[src/rtl/uart2_report_tx_if.sv]
// Bundle of the report-transmitter signals between the requesting core and
// the transmitter: the send request with its tag/value payload, the shared
// oversample tick, and the serial line with busy/done status.
// fsm_state exposes the transmitter state for debug and checkers.
interface uart2_report_tx_if #(
  parameter int VALUE_W = 16
);
  logic               b_tick;
  logic               send;
  logic [7:0]         tag;
  logic [VALUE_W-1:0] value;
  logic               tx;
  logic               busy;
  logic               done;
  logic [3:0]         fsm_state;

  // Requesting side: drives the request and tick, observes line and status.
  modport master (
    output b_tick, send, tag, value,
    input  tx, busy, done, fsm_state
  );

  // Transmitter side.
  modport slave (
    input  b_tick, send, tag, value,
    output tx, busy, done, fsm_state
  );
endinterface

[src/rtl/uart2_report_tx.sv]
// uart2_report_tx: prints "<tag>=DDDDD\r\n" on a UART line.
// An accepted send latches tag and value, converts value to five decimal
// ASCII digits by repeated subtraction, then shifts out nine bytes LSB first.
// Each bit lasts OVERSAMPLE b_ticks. Define UART2_TX_PARITY_EN to insert an
// even-parity bit after the data bits (8E1); by default the frame is 8N1.
//
// Handshake: send is a one-cycle request sampled only while busy=0; busy
// rises the cycle after acceptance and falls the cycle after the one-cycle
// done pulse, so a send coincident with done is ignored and nothing queues.
module uart2_report_tx #(
  parameter int OVERSAMPLE = 16,
  parameter int VALUE_W    = 16
) (
  input logic              clk,
  input logic              rst,
  uart2_report_tx_if.slave bus
);

  localparam int            TW        = (OVERSAMPLE > 1) ? $clog2(OVERSAMPLE) : 1;
  localparam logic [TW-1:0] TICK_LAST = TW'(OVERSAMPLE - 1);

  typedef enum logic [3:0] {
    S_IDLE   = 4'd0,
    S_CONV   = 4'd1,
    S_LOAD   = 4'd2,
    S_START  = 4'd3,
    S_DATA   = 4'd4,
    S_PARITY = 4'd5,
    S_STOP   = 4'd6,
    S_DONE   = 4'd7
  } state_t;

  state_t             state;
  logic [7:0]         tag_q;
  logic [15:0]        rem;
  logic [7:0]         digits [0:4];
  logic [2:0]         widx;
  logic [3:0]         cnt;
  logic [3:0]         byte_idx;
  logic [7:0]         shift;
  logic [TW-1:0]      tick_cnt;
  logic [2:0]         bit_cnt;
  logic               tx_q;
  logic               busy_q;
  logic               done_q;
  logic               bit_end;
  logic [7:0]         load_byte;
  logic [VALUE_W-1:0] value_in;
`ifdef UART2_TX_PARITY_EN
  logic [7:0]         cur_byte;
`endif

  assign value_in      = bus.value;
  assign bit_end       = bus.b_tick && (tick_cnt == TICK_LAST);
  assign bus.tx        = tx_q;
  assign bus.busy      = busy_q;
  assign bus.done      = done_q;
  assign bus.fsm_state = state;

  // Decimal weight for the digit currently being converted (MSD first).
  function automatic logic [15:0] weight(input logic [2:0] i);
    case (i)
      3'd0:    weight = 16'd10000;
      3'd1:    weight = 16'd1000;
      3'd2:    weight = 16'd100;
      3'd3:    weight = 16'd10;
      default: weight = 16'd1;
    endcase
  endfunction

  // Byte of the frame selected by the byte index.
  always_comb begin
    load_byte = 8'h0A;
    case (byte_idx)
      4'd0:    load_byte = tag_q;
      4'd1:    load_byte = 8'h3D;
      4'd2:    load_byte = digits[0];
      4'd3:    load_byte = digits[1];
      4'd4:    load_byte = digits[2];
      4'd5:    load_byte = digits[3];
      4'd6:    load_byte = digits[4];
      4'd7:    load_byte = 8'h0D;
      default: load_byte = 8'h0A;
    endcase
  end

  // Control FSM: conversion, byte sequencing, bit timing and registered outputs.
  always_ff @(posedge clk) begin
    if (rst) begin
      state    <= S_IDLE;
      tag_q    <= 8'h00;
      rem      <= 16'h0000;
      for (int i = 0; i < 5; i++) digits[i] <= 8'h00;
      widx     <= 3'd0;
      cnt      <= 4'd0;
      byte_idx <= 4'd0;
      shift    <= 8'h00;
      tick_cnt <= '0;
      bit_cnt  <= 3'd0;
      tx_q     <= 1'b1;
      busy_q   <= 1'b0;
      done_q   <= 1'b0;
`ifdef UART2_TX_PARITY_EN
      cur_byte <= 8'h00;
`endif
    end else begin
      done_q <= 1'b0;
      case (state)
        S_IDLE: begin
          tx_q <= 1'b1;
          if (bus.send) begin
            tag_q  <= bus.tag;
            rem    <= 16'(value_in);
            widx   <= 3'd0;
            cnt    <= 4'd0;
            busy_q <= 1'b1;
            state  <= S_CONV;
          end
        end

        // One compare/subtract per cycle; a digit closes when the remainder
        // drops below its weight. Leading zeros are kept.
        S_CONV: begin
          if (rem >= weight(widx)) begin
            rem <= rem - weight(widx);
            cnt <= cnt + 4'd1;
          end else begin
            digits[widx] <= 8'h30 + {4'h0, cnt};
            cnt          <= 4'd0;
            if (widx == 3'd4) begin
              widx     <= 3'd0;
              byte_idx <= 4'd0;
              state    <= S_LOAD;
            end else begin
              widx <= widx + 3'd1;
            end
          end
        end

        // Single-cycle byte fetch; the start bit is driven from the next cycle.
        S_LOAD: begin
          shift    <= load_byte;
`ifdef UART2_TX_PARITY_EN
          cur_byte <= load_byte;
`endif
          tick_cnt <= '0;
          bit_cnt  <= 3'd0;
          tx_q     <= 1'b0;
          state    <= S_START;
        end

        S_START: begin
          if (bus.b_tick) tick_cnt <= bit_end ? '0 : tick_cnt + 1'b1;
          if (bit_end) begin
            tx_q  <= shift[0];
            state <= S_DATA;
          end
        end

        S_DATA: begin
          if (bus.b_tick) tick_cnt <= bit_end ? '0 : tick_cnt + 1'b1;
          if (bit_end) begin
            if (bit_cnt == 3'd7) begin
`ifdef UART2_TX_PARITY_EN
              tx_q  <= ^cur_byte;
              state <= S_PARITY;
`else
              tx_q  <= 1'b1;
              state <= S_STOP;
`endif
            end else begin
              shift   <= {1'b0, shift[7:1]};
              tx_q    <= shift[1];
              bit_cnt <= bit_cnt + 3'd1;
            end
          end
        end

        // Only reachable when the parity bit is enabled.
        S_PARITY: begin
          if (bus.b_tick) tick_cnt <= bit_end ? '0 : tick_cnt + 1'b1;
          if (bit_end) begin
            tx_q  <= 1'b1;
            state <= S_STOP;
          end
        end

        S_STOP: begin
          if (bus.b_tick) tick_cnt <= bit_end ? '0 : tick_cnt + 1'b1;
          if (bit_end) begin
            if (byte_idx == 4'd8) begin
              done_q <= 1'b1;
              state  <= S_DONE;
            end else begin
              byte_idx <= byte_idx + 4'd1;
              state    <= S_LOAD;
            end
          end
        end

        // done is high this cycle with busy still set; busy drops next cycle.
        S_DONE: begin
          busy_q <= 1'b0;
          state  <= S_IDLE;
        end

        default: state <= S_IDLE;
      endcase
    end
  end

endmodule
[src/flat_wrapper.sv]
// flat-port wrapper written by rule: the top's interface ports become plain ports
module uart2_report_tx_flat 
#(
  parameter int OVERSAMPLE = 16,
  parameter int VALUE_W    = 16
)
  (clk, rst, bus_b_tick, bus_send, bus_tag, bus_value, bus_tx, bus_busy, bus_done, bus_fsm_state);
  uart2_report_tx_if #(.VALUE_W(VALUE_W)) bus_i ();
  input logic clk;
  input logic rst;
  input wire logic [$bits(bus_i.b_tick)-1:0] bus_b_tick;
  input wire logic [$bits(bus_i.send)-1:0] bus_send;
  input wire logic [$bits(bus_i.tag)-1:0] bus_tag;
  input wire logic [$bits(bus_i.value)-1:0] bus_value;
  output wire logic [$bits(bus_i.tx)-1:0] bus_tx;
  output wire logic [$bits(bus_i.busy)-1:0] bus_busy;
  output wire logic [$bits(bus_i.done)-1:0] bus_done;
  output wire logic [$bits(bus_i.fsm_state)-1:0] bus_fsm_state;
  assign bus_i.b_tick = bus_b_tick;
  assign bus_i.send = bus_send;
  assign bus_i.tag = bus_tag;
  assign bus_i.value = bus_value;
  assign bus_tx = bus_i.tx;
  assign bus_busy = bus_i.busy;
  assign bus_done = bus_i.done;
  assign bus_fsm_state = bus_i.fsm_state;
  uart2_report_tx #(.OVERSAMPLE(OVERSAMPLE), .VALUE_W(VALUE_W)) u_core (.clk(clk), .rst(rst), .bus(bus_i));
endmodule
[config.mk]
export PLATFORM = sky130hd
export DESIGN_NAME = uart2_report_tx_flat
export DESIGN_NICKNAME = d
export VERILOG_FILES = /design/src/rtl/uart2_report_tx_if.sv /design/src/rtl/uart2_report_tx.sv /design/src/flat_wrapper.sv
export SDC_FILE = /design/constraint.sdc
export NUM_CORES = 1
export LEC_CHECK = 0
export ABC_AREA = 1
export CAP_MARGIN = 25
export CORE_ASPECT_RATIO = 1.2
export CORE_MARGIN = 2
export CORE_UTILIZATION = 59
export CTS_CLUSTER_SIZE = 16
export DETAILED_ROUTE_END_ITERATION = 10
export PLACE_DENSITY = 0.8
export SLEW_MARGIN = 10
export SYNTH_ARGS = -nofsm -noshare
export SYNTH_HDL_FRONTEND = slang
export SYNTH_SLANG_ARGS = --single-unit
export TNS_END_PERCENT = 5
[constraint.sdc]
create_clock -name clk -period 4.3 [get_ports clk]
set_clock_uncertainty 0.2 [all_clocks]
set_input_delay 0.43 -clock clk [delete_from_list [all_inputs] [get_ports clk]]
set_output_delay 0.43 -clock clk [all_outputs]
set_load 0.05 [all_outputs]
=== Word level (Yosys, flattened, before mapping) ===
Memory sizes are Yosys's and may differ from the RTL's.
Index checks and enable logic that the tools add are counted.

* $add $sub $neg: 7
* Eq/ne operators: 33
* Magnitude comparators: 1
* Muxes and demuxes: 58
* Bitwise logic cells: 2
* Reduce and logical (&&, ||, !) cells: 23

{| class="wikitable"
|+ Operators by type and width
! cell !! number
|-
| 16-bit 2-to-1 mux || 7
|-
| 4-bit 2-to-1 mux || 16
|-
| 8-bit one-hot mux with 8 select lines || 1
|-
| 14-bit one-hot mux with 4 select lines || 1
|-
| 4-bit by 3-bit == test with 1-bit output (second input constant) || 8
|-
| 16-bit one-hot mux with 2 select lines || 1
|-
| 4-bit one-hot mux with 7 select lines || 1
|-
| 4-bit one-hot mux with 2 select lines || 3
|-
| 3-bit 2-to-1 mux || 7
|-
| 4-bit by 2-bit == test with 1-bit output (second input constant) || 4
|-
| 16-bit greater-or-equal comparator || 1
|-
| 8-bit 2-to-1 mux || 2
|-
| 2-bit by 1-bit inequality test with 1-bit output (second input constant) || 8
|-
| 8-bit one-hot mux with 2 select lines || 1
|-
| 16-bit subtractor || 1
|-
| 1-bit 2-to-1 mux || 13
|-
| 4-bit by 1-bit adder with 4-bit output (second input constant) || 3
|-
| 3-bit one-hot mux with 2 select lines || 2
|-
| 2-bit nonzero test || 5
|-
| 3-bit AND reduction || 3
|-
| 4-bit by 1-bit == test with 1-bit output (second input constant) || 2
|-
| 4-bit == test (second input constant) || 2
|-
| 4-bit zero test || 2
|-
| 2-bit inequality test (second input constant) || 4
|-
| 19 further kinds || 26
|}

* Input bits: 28
* Memory bits (writable): 35
* Register bits after elaboration: 57
* Logic and storage cells: 137
* Memories kept: 1

{| class="wikitable"
|+ Memory list
! name !! words !! width !! rd ports !! clocked after memory_dff !! write ports !! line !! text
|-
| u_core.digits || 5 || 7 || 5 || 0 || 5 || uart2_report_tx.sv:36 || <nowiki>logic [7:0] digits [0:4];</nowiki>
|}

=== Depth between registers and ports, before layout ===
Gate-level depths: netlist of run 1.

* Depth in word-level cells: 11
* Gate-level depth with buffers: 19
* Mapped depth without buffers: 19

=== Worst setup path before layout of run 1 ===
Ideal clock, no wire load.

* Path kind: register to register
* From: register u_core.widx[0]
* To: memory u_core.digits[4][0] (netlist bit), enable pin
* Required time: 3.792 ns
* Path slack: 1.197 ns
* Data arrival time: 2.595 ns
* Cell stages (with the launch flop): 18
* Buffers on the path: 0
* Path through: dfxtp_1 > ha_1 > ha_1 > inv_1 > nand2_1 > nor2_1 > ha_1 > inv_1 > fa_1 > nand2_1 > nand2_1 > nand3_1 > nand3_1 > nand2_1 > nand3_2 > nor3_2 > nand3_1 > nand2_1

{| class="wikitable"
|+ RTL lines
! element !! line !! text
|-
| start: declaration || uart2_report_tx.sv:37 || <nowiki>logic [2:0] widx;</nowiki>
|-
| start signal: assignment || uart2_report_tx.sv:135 || <nowiki>widx <= widx + 3'd1;</nowiki>
|-
| end: declaration || uart2_report_tx.sv:36 ||
|}

==> results.rst, run 1 <==
.. list-table::
   :header-rows: 1

   * - Metric
     - Value
   * - Outcome
     - complete, no violations
   * - Worst relative slew slack
     - 0.307
   * - Sequential share of the synthesized area
     - 0.380
   * - Number of clock sinks
     - 81
   * - Unrepaired setup endpoints after global routing
     - false
   * - Static power due to leakage
     - between 2 and 2.5 nW
   * - Setup TNS
     - 0 ps
   * - Peak per-stage delay on the critical path
     - 470 ps
   * - Critical Path End Type
     - flop
   * - Net Count, Synth
     - 761
   * - Final core utilization
     - 0.673
   * - Count of final hold-check violations
     - 0
   * - Share of the synthesized area in the top cell type
     - 0.255
   * - Cell type with the highest occurrence count on the critical path
     - sky130_fd_sc_hd__nand2_1
   * - Origin of the worst setup path
     - u_core.widx[0]
   * - Cell-by-cell trace of the critical path
     - inv_1, ha_1, nand2_1, nand2_1, nor2_1, ha_1, inv_1, fa_1, nand2_1, nand2_1, nand3_1, nand3_1, nand2_1, nand3_2, nor2_1, nand3_1, nand2_1
   * - Post-synthesis instance area
     - 4790 um^2
   * - Starting Density
     - 0.598
   * - Post-synth top area cell
     - sky130_fd_sc_hd__dfxtp_1
   * - Number of buffers added on ports
     - 33
   * - Required time of the critical path
     - 4160 ps
   * - Most frequent standard cell in the layout excluding fill and tap cells
     - sky130_fd_sc_hd__nand2_1
   * - Critical path capture point
     - u_core.digits[1][0]
   * - Number of buffers and inverters on the critical path
     - 2
   * - CP max stage cell
     - sky130_fd_sc_hd__dfxtp_1
   * - Die area
     - around 9000 um^2
   * - Fraction of registers with async set/reset
     - 0
   * - Final setup violation count
     - 0
   * - Number of detailed-route iterations in the first pass
     - 5
   * - Via count of the first global-routing pass
     - approximately 4.4k
   * - Transition time of the tightest slew-check pin
     - 1040 ps
   * - CTS Hold Buffers Added
     - 0
   * - TritonCTS clock tree
     - built
   * - Source-to-sink clock delay at the later pin of the worst-skew pair
     - between 300 and 400 ps
   * - GPL Wtd Cong
     - slightly below 1
   * - Post-detailed-routing wire length
     - 11.8 mm
   * - Reg2Reg Setup Slack
     - around 760 ps
   * - YS warnings
     - 0
   * - Count of inserted antenna diode cells
     - 0
   * - Number of cells traversed by the worst register-to-register path
     - 17
   * - Flip-flop and latch count after synthesis
     - 81
   * - Routed vias
     - around 4.7k
   * - Remaining routing DRC violations
     - 0
   * - Layout area overhead
     - 12.5%
   * - Worst IR Drop VDD
     - 0.000432 V
   * - Proportion of layout cells with a drive suffix above 1
     - 0.0499
   * - R2r startpoint
     - u_core.widx[0]
   * - Filler instances
     - between 700 and 800
   * - Worst slack after detailed placement
     - roughly 770 ps
   * - Primary flip-flop cell chosen by synthesis mapping
     - sky130_fd_sc_hd__dfxtp_1
   * - Site row count
     - 36
   * - Synthesized area divided by synthesized cell count
     - 6.78 um^2
   * - EDFF count, synth
     - 20
   * - ANT nets after route
     - 0
   * - Commonest cells after routing, fill and taps aside
     - 194 x sky130_fd_sc_hd__nand2_1, 106 x sky130_fd_sc_hd__nor2_1, 81 x sky130_fd_sc_hd__inv_1
   * - Fmax
     - roughly 0.28 GHz
   * - Average wire per standard cell
     - 14.1 um
   * - Kind of start point of the critical path
     - flop
   * - Post-synthesis cell count
     - roughly 710
   * - CP Data Arrival Time
     - approximately 3400 ps
   * - Largest cells by area after synthesis
     - sky130_fd_sc_hd__dfxtp_1 25%, sky130_fd_sc_hd__nand2_1 15%, sky130_fd_sc_hd__edfxtp_1 13%, sky130_fd_sc_hd__nor2_1 8.3%, sky130_fd_sc_hd__ha_1 6.5%
   * - Number of top-level pins
     - 35
   * - Slew Limit Fails
     - 0
   * - Crit share post-route
     - 0.824
   * - Worst setup slack after layout
     - approximately 760 ps
   * - Path class of the lowest-slack min-delay path
     - reg2reg
   * - Cell variety after synth
     - 40
   * - TritonCTS buffer count
     - 9
   * - DP Wirelength
     - 8.81 mm
   * - Bufs on Longest Clock Path
     - 2
   * - WP depth
     - 17
   * - Count of maximum capacitance violations
     - 0
   * - Post-route minimum period
     - around 3500 ps
   * - Post-CTS setup buffer count
     - 0
   * - Chip Height
     - around 100 um
   * - Clock-pin slew reported for the worst setup and hold paths after clock tree synthesis
     - 90 ps
   * - Maximum fanout encountered on the critical timing path
     - 7
   * - Vias/cell
     - between 5 and 6
   * - Number of levels the H-tree was split into
     - 3
   * - Top cell family by delay on the critical path
     - simple AND/OR/NAND/NOR gates
   * - Endpoint of the lowest-slack register-to-register path
     - u_core.digits[1][0]
   * - Starting DRT DRC Count
     - around 210
   * - Cell Pwr Density
     - about 680 nW/um^2
   * - Maximum number of pins on one net before global-route repair
     - 29
   * - Number of antenna violations at the first check in global routing
     - 0
   * - Root buf cell
     - sky130_fd_sc_hd__clkbuf_8
   * - GR Overflow Total
     - 0
   * - Start-to-end type of the worst setup path
     - reg2reg
   * - Die X-Extent
     - roughly 86 um
   * - Total number of nets in the final design
     - between 700 and 800
   * - Core outline area
     - around 8000 um^2
   * - Overall track demand over capacity in global routing
     - 0.274
   * - Resize count post-CTS
     - 0
   * - Wire length of the first global-routing pass
     - roughly 19 mm
==> sequential cells by signal (all words and copies together), names as in the netlist <==
| register | cells |
|---|---|
| u_core.shift | 8 |
| u_core.rem | 16 |
| u_core.bus.tx | 1 |
| u_core.widx | 3 |
| u_core.tick_cnt | 4 |
| u_core.byte_idx | 4 |
| u_core.digits | 25 |
| u_core.bus.busy | 1 |
| u_core.bit_cnt | 3 |
| u_core.bus.done | 1 |
| u_core.cnt | 4 |
| u_core.bus.fsm_state | 3 |
| u_core.tag_q | 8 |
==> Yosys cell counts (2+ instances only) <==
cell                       instances
sky130_fd_sc_hd__nand2_1         194
sky130_fd_sc_hd__nor2_1          106
sky130_fd_sc_hd__inv_1            81
sky130_fd_sc_hd__a21oi_1          61
sky130_fd_sc_hd__dfxtp_1          61
sky130_fd_sc_hd__o21ai_0          55
sky130_fd_sc_hd__nand3_1          33
sky130_fd_sc_hd__ha_1             25
sky130_fd_sc_hd__edfxtp_1         20
sky130_fd_sc_hd__clkbuf_1         10
sky130_fd_sc_hd__nand4_1           6
sky130_fd_sc_hd__nor3_1            6
sky130_fd_sc_hd__or2_2             6
sky130_fd_sc_hd__inv_2             4
sky130_fd_sc_hd__nand3_2           4
sky130_fd_sc_hd__buf_4             3
sky130_fd_sc_hd__o211ai_1          3
sky130_fd_sc_hd__xor2_1            3
sky130_fd_sc_hd__and3_1            2
sky130_fd_sc_hd__buf_2             2
sky130_fd_sc_hd__nand2_2           2
sky130_fd_sc_hd__nand3b_1          2
==> worst min-delay path: cells and delay by family, from the launching register on <==
kind                   cells  cell delay (ps)
AOI/OAI and AO/OA          1               60
buffers and inverters      1               60
DFF                        1              310
==> worst min path at each step <==
| stage | startpoint | slack (ps) | endpoint | cells after the start |
|---|---|---|---|---|
| floorplan | u_core.tag_q[1] | 220 | u_core.tag_q[1] | 2 |
| global placement | u_core.tag_q[1] | 240 | u_core.tag_q[1] | 2 |
| detailed placement | u_core.tag_q[4] | 260 | u_core.tag_q[4] | 2 |
| CTS | u_core.tag_q[1] | 270 | u_core.tag_q[1] | 2 |
| global route | u_core.tag_q[1] | 280 | u_core.tag_q[1] | 2 |
| finish | u_core.tag_q[2] | 270 | u_core.tag_q[2] | 2 |
==> power by group <==
group	switching (W)	leakage [nW]	internal, W
Sequential	0.000127	0.706	0.000955
Combinational	0.00131	1.68	0.000630
Clock	0.000295	0.107	0.000327
Total	0.00173	2.50	0.00191
==> area by class of cell <==
class,count,area (um^2),share of cell area
sequential,81,1820,0.338
tap,95,119,0.0220
clock buffer,9,124,0.0230
inverter,86,323,0.0598
clock inverter,7,93.8,0.0174
timing repair buffer,35,345,0.0640
multi-input combinational,524,2570,0.476
==> metrics by stage <==
stage / instance area [um^2] / cells / hold WS (ps) / power (W)
floorplan: 4790 / 707 / 224 / 0.00254
global placement: 5180 / 821 / 240 / 0.00293
detailed placement: 5180 / 821 / 255 / 0.00300
CTS: 5390 / 837 / 267 / 0.00362
global route: 5390 / 837 / 284 / 0.00395
finish: 5390 / 837 / 266 / 0.00364
==> per-layer routing <==
metal	vias to the layer above	global-route usage	wire (um)
met5	-	0	0
met4	0	0.169	484
met3	44	0.0552	648
met2	140	0.490	5890
met1	2146	0.296	4770
li1	2346	-	-
==> kinds of logic (layout without fill, tap and decap cells) <==
family / Yosys count / count (layout) / synth area share
AND/OR/NAND/NOR: 364 / 364 / 0.315
AO/OA/AOI/OAI: 129 / 129 / 0.143
buffers and inverters: 102 / 137 / 0.0843
flip-flops: 81 / 81 / 0.380
adder cells (fa/ha/maj): 26 / 26 / 0.0694
XOR/XNOR: 4 / 4 / 0.00731
other: 1 / 1 / 0.000782
(Power assumes the default switching activity.)
==> inputs of run 2 (changes only) <==
Clock period 4.3 ns to 3.32 ns, I/O delays scaled along.
==> run 2 against run 1 <==
Net effect:
- sequential power increased by 30%
- die area unchanged
- critical path depth unchanged
- global-route usage fell by 0.31 points
- combinational power is 35% higher
- routed wire length rose by 0.25%
- first-iteration DRC count increased by 47%
- count of clock-buffer cells in the layout grew 3
- final cell count up 1.6%
- power up 31%
- critical path type unchanged
- critical endpoint is now u_core.digits[4][1]
==> results.rst, run 2 (synthesized netlist as in run 1, its figures left out) <==
.. list-table::
   :header-rows: 1

   * - Metric
     - Value
   * - Final core utilization
     - 0.695 (+0.0220)
   * - Fmax
     - 0.314 GHz (+11%)
   * - Met1 Track Usage GR
     - 0.303 (+0.00653)
   * - Chip Height
     - 103 um (unchanged)
   * - Static power due to leakage
     - 2.56 nW (+2.3%)
   * - Area taken by flip-flops and latches
     - 1830 um^2 (+0.48%)
   * - Vias/cell
     - 5.50 (-1.6%)
   * - Routing layer with the top usage in global route
     - met2
   * - Filler instances
     - 697 (-0.57%)
   * - Worst relative slew slack
     - 0.511 (+0.204)
   * - Bufs on Longest Clock Path
     - 2 (unchanged)
   * - Final setup violation count
     - 0 (unchanged)
   * - Start-to-end type of the worst setup path
     - reg2reg
   * - Net switching component of the power
     - 0.00228 W (+32%)
   * - Count of inserted antenna diode cells
     - 0 (unchanged)
   * - Site row count
     - 36 (unchanged)
   * - Starting Density
     - 0.598 (unchanged)
   * - Sw Ratio
     - 0.477 (+0.00215)
   * - Largest registers
     - u_core.digits x25, u_core.rem x16
   * - Via count of the first global-routing pass
     - 4346 (-1.8%)
   * - Maximum number of pins on one net before global-route repair
     - 26 (-10%)
   * - DP Wirelength
     - 8.75 mm (-0.67%)
   * - Grt met2 use
     - 0.506 (+0.0161)
   * - Starting DRT DRC Count
     - 306 (+47%)
   * - Core outline area
     - 8020 um^2 (unchanged)
   * - Overall track demand over capacity in global routing
     - 0.271 (-0.00308)
   * - Flip-flop count of the largest register, all copies and words added
     - 25 (unchanged)
   * - Number of detailed-route iterations in the first pass
     - 5 (unchanged)
   * - Number of clock sinks
     - 81 (unchanged)
   * - Crit share post-route
     - 0.958 (+0.135)
   * - Clock-pin slew reported for the worst setup and hold paths after clock tree synthesis
     - 80 ps (about the same)
   * - Worst setup slack after layout
     - 138 ps (-621 ps)
   * - Critical Path End Type
     - flop
   * - TritonCTS clock tree
     - built
   * - Post-DP Area
     - 5270 um^2 (+1.7%)
   * - Maximum fanout encountered on the critical timing path
     - 5 (-2)
   * - Register ranked first by flip-flop count
     - u_core.digits
   * - Endpoint of the lowest-slack register-to-register path
     - u_core.digits[4][1]
   * - Die area
     - 8860 um^2 (unchanged)
   * - Reg2Reg Setup Slack
     - 140 ps (-620 ps)
   * - Number of antenna violations at the first check in global routing
     - 0 (unchanged)
   * - Kind of start point of the critical path
     - flop
   * - Path class of the lowest-slack min-delay path
     - reg2reg
   * - R2r startpoint
     - u_core.widx[0]
   * - Portion of total power attributed to the clock network
     - 0.157 (-0.014)
   * - Count of final hold-check violations
     - 0 (unchanged)
   * - Post-detailed-routing wire length
     - 11.8 mm (+0.25%)
   * - Number of top-level pins
     - 35 (unchanged)
   * - Number of buffers added on ports
     - 33 (unchanged)
   * - Cell Pwr Density
     - 857 nW/um^2 (+27%)
   * - Routed vias
     - 4673 (-0.064%)
   * - Wire length of the first global-routing pass
     - 18.9 mm (-0.97%)
   * - Combinational cell fraction of total power
     - 0.549 (+0.017)
   * - Count of maximum capacitance violations
     - 0 (unchanged)
   * - Worst hold stages
     - 2 (unchanged)
   * - Hold WS
     - 258 ps (-8.15 ps)
   * - CP Data Arrival Time
     - 3050 ps (-350 ps)
   * - Origin of the worst min-delay path
     - u_core.tag_q[1]
   * - TritonCTS buffer count
     - 9 (unchanged)
   * - Internal power
     - 0.00250 W (+31%)
   * - Required time of the critical path
     - 3180 ps (-980 ps)
   * - GPL Wtd Cong
     - 0.973 (+0.44%)
   * - GR Overflow Total
     - 0 (unchanged)
   * - Number of cells traversed by the worst register-to-register path
     - 17 (unchanged)
   * - Met3 Track Usage GR
     - 0.0440 (-0.0112)
   * - Post-route minimum period
     - 3180 ps (-359 ps)
   * - Outcome
     - complete, no violations
   * - Area taken by multi-input logic gates
     - 2640 um^2 (+3.0%)
   * - Most frequent standard cell in the layout excluding fill and tap cells
     - sky130_fd_sc_hd__nand2_1
   * - Transition time of the tightest slew-check pin
     - 733 ps (-305 ps)
   * - Total Power
     - 0.00478 W (+31%)
   * - CTS Hold Buffers Added
     - 0 (unchanged)
   * - Layout area overhead
     - 16.2%
   * - Remaining routing DRC violations
     - 0 (unchanged)
   * - Source-to-sink clock delay at the later pin of the worst-skew pair
     - 360 ps (about the same)
   * - Die X-Extent
     - 86.3 um (unchanged)
   * - ANT nets after route
     - 0 (unchanged)
   * - Commonest cells after routing, fill and taps aside
     - 184 x sky130_fd_sc_hd__nand2_1, 105 x sky130_fd_sc_hd__nor2_1, 79 x sky130_fd_sc_hd__inv_1
   * - Proportion of layout cells with a drive suffix above 1
     - 0.0993 (+0.0495)
   * - Average wire per standard cell
     - 13.9 um (-1.3%)
   * - Number of levels the H-tree was split into
     - 3 (unchanged)
   * - Total number of nets in the final design
     - 804 (+1.6%)
   * - Root buf cell
     - sky130_fd_sc_hd__clkbuf_8
   * - Final non-filler cell area
     - 5570 um^2 (+3.3%)
   * - Worst IR Drop VDD
     - 0.000605 V (+40%)
   * - Slew Limit Fails
     - 0 (unchanged)
   * - Hold Crit Endpoint
     - u_core.tag_q[1]
   * - Worst slack after detailed placement
     - 14.4 ps (-760 ps)
   * - Flop pwr share
     - 0.294 (-0.003)
-- run 2: area by class of cell --
cell class / instances / area share
Clock inverter: 4 / 0.00539
Sequential cell: 81 / 0.329
Clock buffer: 12 / 0.0319
Timing Repair Buffer: 48 / 0.0802
Multi-Input combinational cell: 524 / 0.475
Tap cell: 95 / 0.0213
Inverter: 86 / 0.0580
-- run 2: per-layer routing --
| metal | up-vias | routed length (um) |
|---|---|---|
| li1 | 2374 | - |
| met1 | 2135 | 4790 |
| met2 | 132 | 6110 |
| met3 | 32 | 556 |
| met4 | 0 | 370 |
| met5 | - | 0 |
-- run 2: metrics by stage --
step                      setup TNS (ps)  std cells
after floorplan                        0        707
after global placement                 0        833
after detailed placement               0        833
after CTS                              0        849
after global routing                -632        850
final                                  0        850
-- run 2: power groups by stage --
stage | registers [W] | logic [W] | clock network [W]
after floorplan | 0.00144 | 0.00185 | 0
after global placement | 0.00141 | 0.00246 | 0
after detailed placement | 0.00142 | 0.00250 | 0
after CTS | 0.00140 | 0.00252 | 0.000758
after global routing | 0.00143 | 0.00296 | 0.000797
final | 0.00140 | 0.00262 | 0.000751
-- run 2: how the worst max path moves through the flow --
stage	from	end	slack [ps]
2_1_floorplan	u_core.widx[0]	u_core.digits[4][0]	220
3_3_place_gp	u_core.widx[1]	u_core.digits[0][1]	180
3_5_place_dp	u_core.widx[0]	u_core.digits[0][1]	10
4_1_cts	u_core.widx[1]	u_core.digits[0][3]	20
5_1_grt	u_core.widx[1]	u_core.digits[4][0]	-60
6_report	u_core.widx[0]	u_core.digits[4][1]	140
-- run 2: critical path, stage by stage, from the launching register on --
cell and delay (ps):
sky130_fd_sc_hd__dfxtp_4 360, sky130_fd_sc_hd__ha_2 190, sky130_fd_sc_hd__ha_2 180, sky130_fd_sc_hd__inv_1 70
sky130_fd_sc_hd__nand2_1 50, sky130_fd_sc_hd__nor2_1 110, sky130_fd_sc_hd__ha_2 190, sky130_fd_sc_hd__inv_2 50
sky130_fd_sc_hd__fa_2 390, sky130_fd_sc_hd__nand2_2 80, sky130_fd_sc_hd__nand2_2 70, sky130_fd_sc_hd__nand3_2 100
sky130_fd_sc_hd__nand3_2 80, sky130_fd_sc_hd__nand2_2 110, sky130_fd_sc_hd__nand3_4 110, sky130_fd_sc_hd__nor3_4 300
sky130_fd_sc_hd__nand3_2 150, sky130_fd_sc_hd__nand2_4 110
-- run 2: repair_timing --
item	4_1_cts	5_1_grt
endpoints found under the setup margin	0	67
gates resized for setup	0	31
setup buffers	0	1
